===== src/rtl/cpu_pkg.sv =====
// cpu_pkg: shared state encoding and word width for the load/store unit.
package cpu_pkg;
   localparam int WORD_W = 32;
   typedef logic [1:0] state_t;
   localparam state_t S_IDLE  = 2'd0;
   localparam state_t S_ISSUE = 2'd1;
   localparam state_t S_WAIT  = 2'd2;
   localparam state_t S_DONE  = 2'd3;
endpackage


===== src/rtl/dmem_ctrl.sv =====
// dmem_ctrl: load/store unit between the core and a fixed-latency word SRAM.
// One request is in flight at a time; the core is held with stall until DONE.
module dmem_ctrl
   import cpu_pkg::*;
#(
   parameter int MEM_LAT = 2,
   parameter int ADDR_W  = 6
) (
   input  logic              clk,
   input  logic              reset,
   input  logic              req_valid,
   input  logic              req_we,
   input  logic [31:0]       req_addr,
   input  logic [31:0]       req_wdata,
   output logic              stall,
   output logic [31:0]       rdata,
   output logic              misalign,
   output logic              mem_en,
   output logic              mem_we,
   output logic [ADDR_W-1:0] mem_addr,
   output logic [31:0]       mem_wdata,
   input  logic [31:0]       mem_rdata
);
   localparam int CNT_W = $clog2(MEM_LAT + 1);

   state_t              r_state, w_next;
   logic [CNT_W-1:0]    r_cnt;
   logic                r_we, r_mis;
   logic [ADDR_W-1:0]   r_addr;
   logic [WORD_W-1:0]   r_wdata, r_rdata;
   logic                w_mis, w_cap, w_unused;

   assign w_mis    = req_addr[1:0] != 2'b00;
   assign w_unused = ^req_addr[31:ADDR_W+2];
   // A single-cycle SRAM delivers during ISSUE; otherwise on the last WAIT cycle.
   assign w_cap    = (r_state == S_ISSUE && !r_we && MEM_LAT == 1) ||
                     (r_state == S_WAIT && r_cnt == CNT_W'(1));

   always_ff @(posedge clk)
      if (reset) r_state <= S_IDLE;
      else       r_state <= w_next;

   always_comb begin
      w_next = S_IDLE;
      case (r_state)
         S_IDLE:  w_next = !req_valid ? S_IDLE : w_mis ? S_DONE : S_ISSUE;
         S_ISSUE: w_next = (r_we || MEM_LAT == 1) ? S_DONE : S_WAIT;
         S_WAIT:  w_next = (r_cnt == CNT_W'(1)) ? S_DONE : S_WAIT;
         default: w_next = S_IDLE;
      endcase
   end

   always_comb begin
      stall    = (r_state == S_IDLE) ? req_valid : (r_state != S_DONE);
      mem_en   = r_state == S_ISSUE;
      mem_we   = (r_state == S_ISSUE) && r_we;
      misalign = (r_state == S_DONE) && r_mis;
   end

   always_ff @(posedge clk)
      if (reset) begin
         r_cnt   <= '0;
         r_we    <= 1'b0;
         r_mis   <= 1'b0;
         r_addr  <= '0;
         r_wdata <= '0;
         r_rdata <= '0;
      end else begin
         if (r_state == S_IDLE && req_valid) begin
            r_addr  <= req_addr[ADDR_W+1:2];
            r_we    <= req_we;
            r_wdata <= req_wdata;
            r_mis   <= w_mis;
            if (w_mis && !req_we) r_rdata <= '0;
         end
         if (r_state == S_ISSUE && !r_we) r_cnt <= CNT_W'(MEM_LAT - 1);
         else if (r_state == S_WAIT)      r_cnt <= r_cnt - CNT_W'(1);
         if (w_cap) r_rdata <= mem_rdata;
      end

   assign rdata     = r_rdata;
   assign mem_addr  = r_addr;
   assign mem_wdata = r_wdata;
endmodule


===== config.mk =====
export PLATFORM = sky130hd
export DESIGN_NAME = dmem_ctrl
export DESIGN_NICKNAME = d
export VERILOG_FILES = /design/src/rtl/cpu_pkg.sv /design/src/rtl/dmem_ctrl.sv
export SDC_FILE = /design/constraint.sdc
export NUM_CORES = 1
export LEC_CHECK = 0
export ABC_AREA = 1
export BUFFER_PORTS_ARGS = -buffer_cell sky130_fd_sc_hd__buf_2
export CAP_MARGIN = 20
export CORE_MARGIN = 3
export CORE_UTILIZATION = 43
export DETAILED_ROUTE_END_ITERATION = 16
export GPL_ROUTABILITY_DRIVEN = 0
export PLACE_DENSITY_LB_ADDON = 0.2
export SETUP_SLACK_MARGIN = 0.15
export SLEW_MARGIN = 20
export SYNTH_ARGS = -nofsm -noshare
export SYNTH_HDL_FRONTEND = slang
export SYNTH_SLANG_ARGS = --single-unit

===== constraint.sdc =====
create_clock -name clk -period 1.82 [get_ports clk]
set_input_delay 0.273 -clock clk [delete_from_list [all_inputs] [get_ports clk]]
set_output_delay 0.273 -clock clk [all_outputs]
set_load 0.03 [all_outputs]

-- Word-level counts from Yosys, hierarchy flattened
Cells that the tools add are included.
- register bits after elaboration: 76
- input port bits: 100
- output and inout bits: 74
- word-level logic and storage cells: 40
- add/subtract/negate cells: 1
- equal/unequal tests: 5
- muxes and demuxes: 11
- reduce and logical (&&, ||, !) cells: 15
- operators by type and width (kind ; number):
    $mux 32 ; 3
    $reduce_bool 2->1 ; 4
    $logic_and 1x1->1 ; 6
    $pmux 2 s3 ; 1
    $mux 1 ; 5
    $eq 2x1->1 const B ; 2
    $eq 2x2->1 const B ; 2
    $mux 2 ; 2
    $logic_not 1->1 ; 2
    $logic_not 2->1 ; 1
    $ne 2x2->1 const B ; 1
    $reduce_and 2->1 ; 1
    $reduce_or 2->1 ; 1
    $sub 2x1->2 const B ; 1

-- Depth between registers and ports, before layout
- word-level depth: 5
- depth in mapped cells: 8

-- Least setup slack after synthesis
Ideal clock, no wire load.
- path type: register -> output
- from: reg r_state[0]
- to: out stall
- arrival time: 1.334 ns
- slack: 0.213 ns
- stages on the path, launching flop included: 4
- path buffers: 0
- cells stage by stage: dfxtp_1 inv_1 ha_1 o21ai_0
- longest elaborated chain between the ends: 2
- RTL lines (element ; line ; RTL):
    start: declaration ; dmem_ctrl.sv:26 ; state_t r_state, w_next;
    start signal: assignment ; dmem_ctrl.sv:41 ; else r_state <= w_next;
    $ne 2x2->1 / $logic_not 2->1 (equally long branches) ; dmem_ctrl.sv:54 ; stall = (r_state == S_IDLE) ? req_valid : (r_state != S_DONE);
    $mux 1 (*) ; dmem_ctrl.sv:54 ;
    end: declaration ; dmem_ctrl.sv:15 ; output logic stall,
Every way passes the cells marked *; elsewhere a longest branch is shown, timed or not.

-- Worst setup path in the final report
Same ends and word-level chain as after synthesis.

==> qor.yml <==
status: "completed"
cpLargestDelayFamily: "flip-flops"
clock_latency_ns: 0.34
criticalPathCategory: "reg2out"
clock-sinks: 76
root_buffer: "clkbuf_8"
clk_pin_slew_ns: 0.07
crit_slowest_cell: "dfxtp_2"
die_h_um: 88.75
synth_edf_count: 0
overflow: 0
die_w_um: 88.75
cts_tree: "done"
num_rows: 29
synthMuxAreaShare_pct: 0
grt_max_degree: 42
synthSimpleGateAreaFrac_pct: 23.84
fin_worst_skew_ns: 0.006624
syn2layout_area_growth_pct: 33.15
p_leak_nw: 1.893
wirelength_mm: 7.437
setup_slack_ns: 0.2229
drtAntennaViolNets: 0
drv_cap: 0
cp.required_ns: 1.55
post_synth.cell_area_avg_sq_um: 8.247
dr.pass1.iters: 4
port_buffers: 149
path_cells: "inv_1 -> ha_1 -> nand2_4 -> o21ai_1 -> buf_4"
worst_ep_arrival_time_ns: 1.32
start_util_pct: 45.33
synth-seq-cells: 76
synth_top_family_by_area: "simple AND/OR/NAND/NOR gates"
avgRoutedWirePerCell_um: 12.73
async_flop_share_pct: 0
drc: 0
grt_pass1_wl_mm: 11.47
synth-adder-area-share_pct: 2.550
tightest_slew_ns: 0.4717
yosys_warnings: 0
synth_top_area_share_pct: 51.68
core_area_sq_um: 6495
relSlewSlack_pct: 68.52
ys_seq_area_share_pct: 51.68
setup.worst_path.start_class: "flop"
synthFlopType: "dfxtp_1"
synthXorXnorAreaFrac_pct: 0
grt_pass1_vias: 2610
synth_top_cell_by_area: "dfxtp_1"
ios: 174
drt_iter0_markers: 80
fmax_ghz: 0.6261
yosys-top-cells-area: "dfxtp_1 52%, nor2_1 10%, o21ai_0 5.8%, a21oi_1 5.4%, nand2_1 5.2%"
via_per_inst: 4.789
synth_compound_gate_area_share_pct: 13.90
antenna_found_initial: 0
h-tree-depth: 3
path_buf_inv: 2
netlist_area_sq_um: 2944
finalSetupViolations: 0
fin_setup_tns_ns: 0
clockBufferDepth: 2
hold_class: "in2reg"
endpoint_kind: "output port"
finalCritPeriodShare_pct: 87.76
dieArea_sq_um: 7876
grt.total_usage_pct: 18.49
crit_fanout: 3
period_minus_slack_ns: 1.597
max_stage_delay_ns: 0.33
power_density_nw_per_um2: 1111
preCtsSetupSlack_ns: 0.1442
peakVddDrop_mv: 0.5537
n_antenna_cell: 0
cts_buffers: 9
rsz0062_at_grt: "no"
synth.net_count: 463
drive_above_1_share_pct: 38.66
yosys.cell_types.count: 24
slew_viol_final: 0
dp_hpwl_mm: 5.051
fin_nets: 609
hold_violations: 0
synth_cells: 357
dr_total_vias: 2797
[metal layers]
layer | routed length, um | track usage, % | part of all wire (%)
met3 | 555 | 5.866 | 7.5
met4 | 102 | 7.143 | 1.4
met2 | 3594 | 32.25 | 48
met5 | 0 | 0 | 0
met1 | 3185 | 20.95 | 43
[metrics by stage]
| stage | instance area, sq um | hold slack [ns] | total power [mW] | cells | util [%] |
|---|---|---|---|---|---|
| 2_1_floorplan | 2944 | 0.4171 | 2.877 | 357 | - |
| 3_3_place_gp | 3659 | 0.4566 | 3.173 | 564 | 56.33 |
| 3_5_place_dp | 3659 | 0.4648 | 3.198 | 564 | 56.33 |
| 4_1_cts | 3865 | 0.1591 | 4.370 | 582 | 59.51 |
| 5_1_grt | 3920 | 0.1750 | 4.609 | 584 | 60.35 |
| 6_report | 3920 | 0.1712 | 4.354 | 584 | 60.35 |
[area by class of cell]
type	instances	area [sq um]
tap	77	96.34
sequential	76	1524
clock buffer	13	158.9
clock inverter	2	10.01
fill	635	2575
inverter	16	66.31
timing repair buffer	159	860.8
multi-input combinational	241	1204
[flip-flops by register name, indices dropped and copies added (netlist names)]
signal,count
r_state,2
rdata,32
mem_addr,6
r_mis,1
r_cnt,2
r_we,1
mem_wdata,32
[worst paths after layout]
check | from | to | slack [ns] | cells past startpoint
hold / removal | req_addr[6] | mem_addr[4]$_SDFFE_PP0P_ | 0.17 | 3
setup reg to reg | r_state[0]$_SDFF_PP0_ | rdata[31]$_SDFFE_PP0P_ | 0.31 | 8
hold reg to reg | rdata[6]$_SDFFE_PP0P_ | rdata[6]$_SDFFE_PP0P_ | 0.47 | 2
setup / recovery | r_state[0]$_SDFF_PP0_ | stall | 0.22 | 5
[where the power goes]
group | switching [mW] | internal [mW]
registers | 0.0932 | 1.86
clock network | 0.569 | 0.559
logic | 0.851 | 0.422
[logic make-up after synthesis]
| kind of cell | after synthesis |
|---|---|
| AOI/OAI and AO/OA | 78 |
| buffers and inverters | 41 |
| and+or+nand+nor | 156 |
| DFF | 76 |
| adders and majority gates | 6 |
[cells in the mapped netlist, types with 3 or more instances]
| master | instances |
|---|---|
| clkbuf_1 | 9 |
| a21oi_1 | 32 |
| buf_8 | 3 |
| o21ai_1 | 7 |
| a21oi_2 | 4 |
| buf_6 | 3 |
| nand3_1 | 22 |
| nor2_1 | 79 |
| dfxtp_1 | 76 |
| nand2_1 | 41 |
| nand3_2 | 10 |
| ha_1 | 6 |
| inv_1 | 13 |
| buf_2 | 6 |
| o21ai_0 | 34 |
| buf_4 | 4 |
[layout by cell type, fill, tap and decap left out]
| cell type | Yosys | routed |
|---|---|---|
| buf_2 | 6 | 148 |
| nor2_1 | 79 | 79 |
| dfxtp_1 | 76 | 74 |
| nand2_1 | 41 | 41 |
| o21ai_0 | 34 | 33 |
| a21oi_1 | 32 | 32 |
| nand3_1 | 22 | 22 |
| inv_1 | 13 | 13 |
| clkbuf_8 | 0 | 11 |
| nand3_2 | 10 | 10 |
| o21ai_1 | 7 | 8 |
| buf_4 | 4 | 8 |
| ha_1 | 6 | 6 |
| a21oi_2 | 4 | 4 |
| clkinv_2 | 1 | 3 |
| buf_12 | 0 | 3 |
| inv_4 | 1 | 2 |
| nand3_4 | 1 | 2 |
| clkbuf_1 | 9 | 2 |
| dfxtp_2 | 0 | 2 |
| nand2_4 | 1 | 1 |
| nand2_2 | 1 | 1 |
| or2_1 | 1 | 1 |
| a31o_2 | 1 | 1 |
[timing repair]
item | in CTS | in global routing
hold buffers | 0 | 0
gates resized for setup | 1 | 9
cloned | 0 | 1
endpoints found under the setup margin | 20 | 50
pin swaps | 1 | 0
buffers inserted | 3 | 1
[tightest hold or removal path, cell delays in order]
cell and delay (ns):
buf_2 0.08, o21ai_1 0.05, nor2_1 0.07
Note: power is estimated with default switching activity, not from simulation.
